[src/rtl/sa_fifo_serial_tx.sv]
// Show-ahead FIFO consumer that serialises each popped word as an async frame:
// start bit, data LSB-first, optional even parity, stop bit.
module sa_fifo_serial_tx #(
  parameter int DataWidth = 8,
  parameter int ClkPerBit = 4,
  parameter int ParityEn  = 0
) (
  input  logic                 clk,
  input  logic                 rst_n,
  input  logic                 sclr,
  input  logic                 fifo_empty,
  input  logic [DataWidth-1:0] fifo_q,
  output logic                 fifo_ack,
  output logic                 tx,
  output logic                 busy,
  output logic                 done
);

  localparam int CycW = (ClkPerBit > 1) ? $clog2(ClkPerBit) : 1;
  localparam int BitW = (DataWidth > 1) ? $clog2(DataWidth) : 1;
  localparam logic [CycW-1:0] CycLast = CycW'(ClkPerBit - 1);
  localparam logic [BitW-1:0] BitLast = BitW'(DataWidth - 1);

  typedef enum logic [2:0] {IDLE, START, DATA, PARITY, STOP} state_t;

  state_t               state, state_nxt;
  logic [CycW-1:0]      cyc_cnt, cyc_nxt;
  logic [BitW-1:0]      bit_cnt, bit_nxt;
  logic [DataWidth-1:0] shift, shift_nxt;
  logic                 par, par_nxt;
  logic                 tx_nxt, busy_nxt, done_nxt;
  logic                 cyc_last;

  assign cyc_last = (cyc_cnt == CycLast);

  // Gating by rst_n keeps the FIFO from popping while this block is held in reset.
  assign fifo_ack = (state == IDLE) & ~fifo_empty & ~sclr & rst_n;

  always_comb begin
    state_nxt = state;
    cyc_nxt   = cyc_cnt;
    bit_nxt   = bit_cnt;
    shift_nxt = shift;
    par_nxt   = par;
    tx_nxt    = tx;
    busy_nxt  = busy;
    done_nxt  = 1'b0;
    if (sclr) begin
      state_nxt = IDLE;
      cyc_nxt   = '0;
      bit_nxt   = '0;
      shift_nxt = '0;
      par_nxt   = 1'b0;
      tx_nxt    = 1'b1;
      busy_nxt  = 1'b0;
    end else if (state == IDLE) begin
      tx_nxt = 1'b1;
      if (fifo_ack) begin
        shift_nxt = fifo_q;
        par_nxt   = ^fifo_q;
        state_nxt = START;
        tx_nxt    = 1'b0;
        cyc_nxt   = '0;
        bit_nxt   = '0;
        busy_nxt  = 1'b1;
      end
    end else if (!cyc_last) begin
      cyc_nxt = cyc_cnt + 1'b1;
    end else begin
      // Bit boundary: the next line level is driven on the same edge.
      cyc_nxt = '0;
      case (state)
        START: begin
          state_nxt = DATA;
          bit_nxt   = '0;
          tx_nxt    = shift[0];
        end
        DATA: begin
          if (bit_cnt == BitLast) begin
            bit_nxt = '0;
            if (ParityEn != 0) begin
              state_nxt = PARITY;
              tx_nxt    = par;
            end else begin
              state_nxt = STOP;
              tx_nxt    = 1'b1;
            end
          end else begin
            bit_nxt   = bit_cnt + 1'b1;
            shift_nxt = shift >> 1;
            tx_nxt    = shift_nxt[0];
          end
        end
        PARITY: begin
          state_nxt = STOP;
          tx_nxt    = 1'b1;
        end
        STOP: begin
          state_nxt = IDLE;
          tx_nxt    = 1'b1;
          busy_nxt  = 1'b0;
          done_nxt  = 1'b1;
        end
        default: begin
          state_nxt = IDLE;
          tx_nxt    = 1'b1;
          busy_nxt  = 1'b0;
        end
      endcase
    end
  end

  always_ff @(posedge clk or negedge rst_n) begin
    if (!rst_n) begin
      state   <= IDLE;
      cyc_cnt <= '0;
      bit_cnt <= '0;
      shift   <= '0;
      par     <= 1'b0;
      tx      <= 1'b1;
      busy    <= 1'b0;
      done    <= 1'b0;
    end else begin
      state   <= state_nxt;
      cyc_cnt <= cyc_nxt;
      bit_cnt <= bit_nxt;
      shift   <= shift_nxt;
      par     <= par_nxt;
      tx      <= tx_nxt;
      busy    <= busy_nxt;
      done    <= done_nxt;
    end
  end

endmodule

[config.mk]
export PLATFORM = sky130hd
export DESIGN_NAME = sa_fifo_serial_tx
export DESIGN_NICKNAME = d
export VERILOG_FILES = /design/src/rtl/sa_fifo_serial_tx.sv
export SDC_FILE = /design/constraint.sdc
export NUM_CORES = 1
export LEC_CHECK = 0
export CAP_MARGIN = 25
export CORE_MARGIN = 2
export CORE_UTILIZATION = 50
export DETAILED_ROUTE_END_ITERATION = 10
export PLACE_DENSITY = 0.78
export SLEW_MARGIN = 20
export SYNTH_ARGS = -nofsm -noshare
export SYNTH_HDL_FRONTEND = slang
export SYNTH_SLANG_ARGS = --single-unit
[constraint.sdc]
create_clock -name clk -period 2 [get_ports clk]
set_input_delay 0.3 -clock clk [delete_from_list [all_inputs] [get_ports clk]]
set_output_delay 0.3 -clock clk [all_outputs]
set_load 0.01 [all_outputs]
==> flow_summary.html, run 1 <==
<table>
<tr><th>Metric</th><th>Value</th></tr>
<tr><th colspan="2">Status</th></tr>
<tr><td>Outcome</td><td>complete, no violations</td></tr>
<tr><th colspan="2">Timing</th></tr>
<tr><td>Worst slew slack as a fraction of its limit</td><td>0.7350</td></tr>
<tr><td>Final count of pins violating max slew</td><td>0</td></tr>
<tr><td>Fin crit period</td><td>1868 ps</td></tr>
<tr><td>Transition at the pin with the smallest max-transition slack</td><td>slightly below 400 ps</td></tr>
<tr><td>Final worst clock skew</td><td>between 10 and 15 ps</td></tr>
<tr><td>Highest achievable clock rate</td><td>0.5354 GHz</td></tr>
<tr><td>Smallest setup slack after layout</td><td>132.1 ps</td></tr>
<tr><td>Final setup viols</td><td>0</td></tr>
<tr><td>Final worst path period share</td><td>0.9339</td></tr>
<tr><td>Final hold violations</td><td>0</td></tr>
<tr><td>RSZ-0062 raised after global routing</td><td>no</td></tr>
<tr><th colspan="2">Synth</th></tr>
<tr><td>Count of different cell masters after synthesis</td><td>31</td></tr>
<tr><td>Top cells by instance count after synthesis</td><td>21 x nand2_1, 18 x dfrtp_1, 9 x a21oi_1, 8 x nor2_1, 7 x mux2_4</td></tr>
<tr><td>Cell taking the most area after synthesis</td><td>dfrtp_1</td></tr>
<tr><td>Yosys warnings</td><td>0</td></tr>
<tr><td>Proportion of synthesized flip-flops having asynchronous set or reset</td><td>1.000</td></tr>
<tr><td>Number of synthesized flops with an enable pin</td><td>0</td></tr>
<tr><td>Top-area cell type share of the netlist area</td><td>0.4133</td></tr>
<tr><td>Post-Syn Area per Cell</td><td>slightly above 10 µm²</td></tr>
<tr><td>Synth Net Count</td><td>121</td></tr>
<tr><td>Ys flop type</td><td>dfrtp_1</td></tr>
<tr><td>Cell types occupying the most area after synthesis</td><td>dfrtp_1 41%, mux2_4 9.6%, nand2_1 7.2%</td></tr>
<tr><td>Number of flip-flops and latches in the synthesized netlist</td><td>19</td></tr>
<tr><td>Area of the mapped netlist</td><td>1090 µm²</td></tr>
<tr><td>Cells after synthesis</td><td>106</td></tr>
<tr><td>Register area share after synthesis</td><td>0.4374</td></tr>
<tr><td>Most repeated cell in the gate-level netlist after synthesis</td><td>nand2_1</td></tr>
<tr><th colspan="2">Critical path</th></tr>
<tr><td>Beginning of the critical path</td><td>rst_n</td></tr>
<tr><td>Startpoint type of the worst setup path</td><td>input port</td></tr>
<tr><td>Required time worst endpoint</td><td>1700 ps</td></tr>
<tr><td>Critical path start-end classification</td><td>input port to output port</td></tr>
<tr><td>Kind of capture point of the worst setup path</td><td>output port</td></tr>
<tr><td>Critical-path maximum fanout</td><td>3</td></tr>
<tr><td>Endpoint arrival time on the critical path</td><td>1570 ps</td></tr>
<tr><td>Worst reg2reg path startpoint</td><td>bit_cnt[0]</td></tr>
<tr><th colspan="2">Floorplanning</th></tr>
<tr><td>Starting Density</td><td>0.5444</td></tr>
<tr><td>Placeable core region</td><td>approximately 2000 µm²</td></tr>
<tr><td>Standard-cell rows</td><td>16</td></tr>
<tr><td>Full die area</td><td>between 2000 and 3000 µm²</td></tr>
<tr><td>Height of the chip</td><td>between 50 and 60 µm</td></tr>
<tr><td>Horiz. Die Dim</td><td>50.69 µm</td></tr>
<tr><td>I/O pin cnt</td><td>16</td></tr>
<tr><th colspan="2">Flow run</th></tr>
<tr><td>Max-capacitance violation count</td><td>0</td></tr>
<tr><th colspan="2">Global routing</th></tr>
<tr><td>Largest net degree at the start of global routing</td><td>20</td></tr>
<tr><td>Global-route wire length before repair</td><td>3898 µm</td></tr>
<tr><td>Vias in the first global route</td><td>841</td></tr>
<tr><td>Number of antenna violations at the first check in global routing</td><td>0</td></tr>
<tr><td>GRT Residual Overflow</td><td>0</td></tr>
<tr><td>All-Layer GR Usage</td><td>0.2068</td></tr>
<tr><th colspan="2">CTS</th></tr>
<tr><td>Clock tree buffer depth</td><td>2</td></tr>
<tr><td>Clk root buf</td><td>clkbuf_4</td></tr>
<tr><td>Cts bufs inserted</td><td>3</td></tr>
<tr><td>TritonCTS clock tree</td><td>done</td></tr>
<tr><td>Clock transition at the registers of the reported paths</td><td>between 100 and 150 ps</td></tr>
<tr><td>Total clock sinks</td><td>19</td></tr>
<tr><td>Latest clock arrival within the worst-skew pair</td><td>between 300 and 400 ps</td></tr>
<tr><td># Post-CTS Setup Buffers</td><td>0</td></tr>
<tr><td>Hold-fix buffers at CTS</td><td>0</td></tr>
<tr><td>CTS H-tree depth</td><td>1</td></tr>
<tr><td>Post-cts gate resize count</td><td>1</td></tr>
<tr><th colspan="2">Drt</th></tr>
<tr><td>Via-to-Cell Ratio</td><td>approximately 5.3</td></tr>
<tr><td>1st-pass router iterations</td><td>4</td></tr>
<tr><td>Overall via count from detail_route</td><td>842</td></tr>
<tr><td>Post-route DRC violation count</td><td>0</td></tr>
<tr><td>Routed wire length</td><td>2275 µm</td></tr>
<tr><td>Number of DRC markers after the initial detailed-route iteration</td><td>15</td></tr>
<tr><td>Remaining antenna violation count after routing</td><td>0</td></tr>
<tr><td>Wire per inst</td><td>14.22 µm</td></tr>
<tr><th colspan="2">Final layout</th></tr>
<tr><td>Synthesis-to-finish area growth</td><td>24.23%</td></tr>
<tr><td>Nets</td><td>about 150</td></tr>
<tr><td>Fraction of final layout cells with drive strength greater than 1</td><td>0.2481</td></tr>
<tr><td>Non-filler cells in the finished layout</td><td>160</td></tr>
<tr><td>Antenna cells</td><td>0</td></tr>
<tr><td>Final core area utilization</td><td>0.6763</td></tr>
<tr><th colspan="2">Power and ir drop</th></tr>
<tr><td>Worst IR drop on VDD</td><td>0.0005121 V</td></tr>
<tr><td>Total leakage power</td><td>0.6634 nW</td></tr>
<tr><td>Power Dens Cells</td><td>approximately 580 nW/µm²</td></tr>
<tr><th colspan="2">Min path</th></tr>
<tr><td>Tightest Hold Check Type</td><td>input port to asynchronous set/reset pin</td></tr>
<tr><th colspan="2">Placement</th></tr>
<tr><td>RePlAce Congestion</td><td>0.8493</td></tr>
<tr><td>Cell Count Post-Placement</td><td>156</td></tr>
<tr><td>Worst setup slack after placement</td><td>-148.7 ps</td></tr>
<tr><td>Number of buffers inserted by port buffering</td><td>15</td></tr>
<tr><td>HPWL after DPL</td><td>~1600 µm</td></tr>
</table>
==> critical path, cell delays in order <==
cell	delay, ps
clkdlybuf4s50_1	470
or2b_2	340
nor2_1	160
dlygate4sd2_1	290
==> state kept, by name, summed over array words and instances, names as in the netlist <==
register  cells
state         3
shift         8
busy          1
cyc_cnt       2
done          1
tx            1
bit_cnt       3
==> cell type report <==
type	count	area (µm²)
fill	169	648.1
multi-input combinational	75	524.3
sequential	19	476.7
timing repair buffer	30	274.0
tap	27	33.78
clock buffer	4	26.28
inverter	5	18.77
==> cell usage in the layout, fill, tap and decap left out, drive strengths merged, types with 3 or more instances in the layout <==
master | netlist | layout
clkdlybuf4s50 | 0 | 14
o21ai | 3 | 3
clkbuf | 2 | 4
a21oi | 9 | 9
mux2 | 8 | 8
buf | 5 | 15
nand2 | 21 | 21
nor2 | 8 | 8
ha | 3 | 3
dfrtp | 18 | 18
inv | 5 | 5
==> layer usage <==
layer,GRT usage,up-vias,share of wire
met2,0.3575,16,0.51
met4,0.04054,0,0.0035
met1,0.2610,407,0.45
met5,0,-,0
li1,-,417,-
met3,0.05357,2,0.036
==> report_power, final <==
part           total (mW)  internal, mW  leakage (nW)  switching (mW)
Sequential          0.427         0.410         0.253          0.0164
Clock               0.197        0.0778        0.0150           0.119
Combinational       0.166        0.0980         0.395          0.0679
==> stage by stage <==
stage / setup TNS, ps / instance area [µm²] / hold slack [ps] / power [mW]
3_5_place_dp: -692.9 / 1329 / 475.3 / 0.5994
4_1_cts: 0 / 1354 / 346.1 / 0.8020
5_1_grt: 0 / 1354 / 355.8 / 0.8266
2_1_floorplan: 0 / 1090 / 4.409 / 0.5244
6_report: 0 / 1354 / 340.7 / 0.7896
3_3_place_gp: -622.1 / 1329 / 460.6 / 0.5929
==> cell families (layout without fill, tap and decap cells) <==
| group | Yosys count | after routing | synth area share |
|---|---|---|---|
| muxes | 10 | 10 | 0.1251 |
| AOI/OAI and AO/OA | 22 | 22 | 0.1343 |
| adders and majority gates | 3 | 3 | 0.03445 |
| and+or+nand+nor | 40 | 40 | 0.1871 |
| DFF | 19 | 19 | 0.4374 |
| buffers and inverters | 12 | 39 | 0.08151 |
==> path summary, 6_finish.rpt <==
check                            to  slack, ps  cells after the start
max                        fifo_ack        130                      4
min                        shift[3]        340                      2
max reg2reg                shift[1]        160                      6
min reg2reg                    busy        500                      1
max in group asynchronous        tx       1380                      2
min in group clk               busy        500                      1
(Power assumes the default switching activity.)
==> run 2, diff against run 1 <==
CORE_MARGIN = 1.5   (was 2)
clock period = 2.05 ns   (was 2 ns; I/O delays follow)
==> flow_summary.html, run 2 (synthesis gave the netlist of run 1 again) <==
<table>
<tr><th>Metric</th><th>Value</th></tr>
<tr><th colspan="2">Power and ir drop</th></tr>
<tr><td>Worst IR drop on VDD</td><td>0.0004324 V (-16%)</td></tr>
<tr><td>Clock Power Share</td><td>0.250 (about the same)</td></tr>
<tr><td>Power share of the combinational group</td><td>0.207 (-0.003)</td></tr>
<tr><td>Power Dens Cells</td><td>568.1 nW/µm² (-2.6%)</td></tr>
<tr><td>Net switching component of the power</td><td>194.2 µW (-4.6%)</td></tr>
<tr><td>Switching power share of the total</td><td>0.2539 (-0.003865)</td></tr>
<tr><td>P_int</td><td>570.6 µW (-2.6%)</td></tr>
<tr><td>Relative contribution of sequential cells to total power</td><td>0.542 (+0.002)</td></tr>
<tr><td>Total leakage power</td><td>0.6586 nW (-0.72%)</td></tr>
<tr><th colspan="2">Global routing</th></tr>
<tr><td>GRT Residual Overflow</td><td>0 (unchanged)</td></tr>
<tr><td>Global-route met3 utilization</td><td>0.02424 (-0.02933)</td></tr>
<tr><td>Routing usage on met2</td><td>0.3067 (-0.05079)</td></tr>
<tr><td>Largest net degree at the start of global routing</td><td>20 (unchanged)</td></tr>
<tr><td>Met1 usage</td><td>0.2695 (+0.008579)</td></tr>
<tr><td>All-Layer GR Usage</td><td>0.1942 (-0.01264)</td></tr>
<tr><td>Busiest layer in global routing</td><td>met2</td></tr>
<tr><td>Number of antenna violations at the first check in global routing</td><td>0 (unchanged)</td></tr>
<tr><td>Global-route wire length before repair</td><td>3663 µm (-6.0%)</td></tr>
<tr><td>Vias in the first global route</td><td>794 (-5.6%)</td></tr>
<tr><th colspan="2">Final layout</th></tr>
<tr><td>Non-filler cells in the finished layout</td><td>159 (-0.63%)</td></tr>
<tr><td>Top flop regs</td><td>shift x8, bit_cnt x3, state x3</td></tr>
<tr><td>Synthesis-to-finish area growth</td><td>23.54%</td></tr>
<tr><td>Highest-count cells in the layout ignoring fill and taps</td><td>21 x nand2_1, 18 x dfrtp_1, 14 x clkdlybuf4s50_1</td></tr>
<tr><td>Nets</td><td>148 (-0.67%)</td></tr>
<tr><td>Most common library cell in the layout ignoring fill and taps</td><td>nand2_1</td></tr>
<tr><td>Number of flip-flops under the largest register name</td><td>8 (unchanged)</td></tr>
<tr><td>Antenna cells</td><td>0 (unchanged)</td></tr>
<tr><td>Fraction of final layout cells with drive strength greater than 1</td><td>0.2424 (-0.005696)</td></tr>
<tr><td>Biggest register</td><td>shift</td></tr>
<tr><th colspan="2">Flow run</th></tr>
<tr><td>Max-capacitance violation count</td><td>0 (unchanged)</td></tr>
<tr><th colspan="2">Placement</th></tr>
<tr><td>HPWL after DPL</td><td>1557 µm (-5.4%)</td></tr>
<tr><td>RePlAce Congestion</td><td>0.8153 (-4.0%)</td></tr>
<tr><td>Cell Count Post-Placement</td><td>155 (-0.64%)</td></tr>
<tr><td>Number of buffers inserted by port buffering</td><td>15 (unchanged)</td></tr>
<tr><td>Worst setup slack after placement</td><td>-115.1 ps (+33.55 ps)</td></tr>
<tr><th colspan="2">Timing</th></tr>
<tr><td>Final worst path period share</td><td>0.9211</td></tr>
<tr><td>Smallest setup slack after layout</td><td>161.8 ps (+29.65 ps)</td></tr>
<tr><td>Highest achievable clock rate</td><td>between 0.5 and 0.6 GHz</td></tr>
<tr><td>Fin crit period</td><td>1888 ps</td></tr>
<tr><td>Final worst clock skew</td><td>3.546 ps (-10.29 ps)</td></tr>
<tr><td>Transition at the pin with the smallest max-transition slack</td><td>381.5 ps (-10.39 ps)</td></tr>
<tr><td>Final hold violations</td><td>0 (unchanged)</td></tr>
<tr><td>Final setup viols</td><td>0 (unchanged)</td></tr>
<tr><td>Worst slew slack as a fraction of its limit</td><td>0.7421 (+0.007021)</td></tr>
<tr><td>Final count of pins violating max slew</td><td>0 (unchanged)</td></tr>
<tr><td>RSZ-0062 raised after global routing</td><td>no</td></tr>
<tr><th colspan="2">Critical path</th></tr>
<tr><td>Kind of capture point of the worst setup path</td><td>output port</td></tr>
<tr><td>Critical path start-end classification</td><td>input port to output port</td></tr>
<tr><td>Critical-path maximum fanout</td><td>3 (unchanged)</td></tr>
<tr><td>Startpoint type of the worst setup path</td><td>input port</td></tr>
<tr><td>Worst reg2reg path startpoint</td><td>state[2]</td></tr>
<tr><td>FF-to-FF End</td><td>shift[1]</td></tr>
<tr><td>Register-to-register setup slack</td><td>230 ps (+70 ps)</td></tr>
<tr><td>Beginning of the critical path</td><td>rst_n</td></tr>
<tr><td>Endpoint arrival time on the critical path</td><td>1580 ps (about the same)</td></tr>
<tr><td>Cells on worst reg2reg path</td><td>5 (-1)</td></tr>
<tr><td>Required time worst endpoint</td><td>1740 ps (+40 ps)</td></tr>
<tr><th colspan="2">CTS</th></tr>
<tr><td>Cts bufs inserted</td><td>3 (unchanged)</td></tr>
<tr><td>Clock transition at the registers of the reported paths</td><td>100 ps (about the same)</td></tr>
<tr><td># Post-CTS Setup Buffers</td><td>0 (unchanged)</td></tr>
<tr><td>Clock tree buffer depth</td><td>2 (unchanged)</td></tr>
<tr><td>CTS H-tree depth</td><td>1 (unchanged)</td></tr>
<tr><td>TritonCTS clock tree</td><td>done</td></tr>
<tr><td>Latest clock arrival within the worst-skew pair</td><td>300 ps (about the same)</td></tr>
<tr><td>Total clock sinks</td><td>19 (unchanged)</td></tr>
<tr><td>Clk root buf</td><td>clkbuf_4</td></tr>
<tr><th colspan="2">Drt</th></tr>
<tr><td>Overall via count from detail_route</td><td>841 (-0.12%)</td></tr>
<tr><td>1st-pass router iterations</td><td>4 (unchanged)</td></tr>
<tr><td>Post-route DRC violation count</td><td>0 (unchanged)</td></tr>
<tr><td>Number of DRC markers after the initial detailed-route iteration</td><td>21 (+6)</td></tr>
<tr><td>Via-to-Cell Ratio</td><td>5.289 (+0.51%)</td></tr>
<tr><td>Wire per inst</td><td>13.30 µm (-6.4%)</td></tr>
<tr><td>Remaining antenna violation count after routing</td><td>0 (unchanged)</td></tr>
<tr><td>Routed wire length</td><td>2115 µm (-7.0%)</td></tr>
<tr><th colspan="2">Floorplanning</th></tr>
<tr><td>Starting Density</td><td>0.5444 (unchanged)</td></tr>
<tr><td>Horiz. Die Dim</td><td>49.69 µm (-2.0%)</td></tr>
<tr><td>Full die area</td><td>2469 µm² (-3.9%)</td></tr>
<tr><td>Standard-cell rows</td><td>16 (unchanged)</td></tr>
<tr><td>I/O pin cnt</td><td>16 (unchanged)</td></tr>
<tr><td>Placeable core region</td><td>2002 µm² (unchanged)</td></tr>
<tr><td>Height of the chip</td><td>49.69 µm (-2.0%)</td></tr>
<tr><th colspan="2">Status</th></tr>
<tr><td>Outcome</td><td>complete, no violations</td></tr>
<tr><th colspan="2">Min path</th></tr>
<tr><td>Tightest Hold Check Type</td><td>input port to asynchronous set/reset pin</td></tr>
</table>
==> run 2: cell types whose count changed in the layout (fill, tap and decap cells not counted) <==
cell	before	now
buf_4	14	13
==> run 2: how the worst max path moves through the flow <==
stage                to  slack (ps)  cells past startpoint
2_1_floorplan  shift[0]         180                      7
3_3_place_gp   fifo_ack        -110                      4
5_1_grt        fifo_ack          70                      5
6_report       fifo_ack         160                      4
4_1_cts        fifo_ack         150                      4
3_5_place_dp   fifo_ack        -120                      4
==> run 2: cell type report <==
type                       instances  area, µm²
clock buffer                       4      26.28
fill                             154      655.6
tap                               27      33.78
timing repair buffer              29      266.5
inverter                           5      18.77
sequential                        19      476.7
multi-input combinational         75      524.3
==> run 2: timing repair <==
item	in CTS	in global routing
hold buffers	0	0
resized for setup	1	0
setup endpoints to repair	1	0
==> run 2: routing by layer <==
layer | share of wire | vias up
li1 | - | 418
met1 | 0.51 | 407
met2 | 0.45 | 13
met3 | 0.022 | 3
met4 | 0.017 | 0
met5 | 0 | -
==> run 2: critical path, stage by stage <==
cell	delay, ps
clkdlybuf4s50_1	470
or2b_2	330
nor2_1	170
dlygate4sd2_1	290
==> run 2: metrics by stage <==
step	TNS [ps]	hold slack, ps	total power [mW]	util	cell area (µm²)
6_report	0	357.0	0.7648	0.6725	1346
5_1_grt	0	376.5	0.8011	0.6725	1346
4_1_cts	0	361.7	0.7752	0.6725	1346
3_5_place_dp	-297.4	460.4	0.5795	0.6600	1321
3_3_place_gp	-205.7	462.1	0.5772	0.6600	1321
2_1_floorplan	0	11.91	0.5116	-	1090
==> run 2: power groups by stage <==
stage | Sequential [mW] | Combinational [mW] | Clock (mW)
floorplan | 0.419 | 0.0922 | 0
global placement | 0.421 | 0.156 | 0
detailed placement | 0.421 | 0.158 | 0
CTS | 0.414 | 0.159 | 0.202
global route | 0.417 | 0.173 | 0.211
finish | 0.415 | 0.159 | 0.191
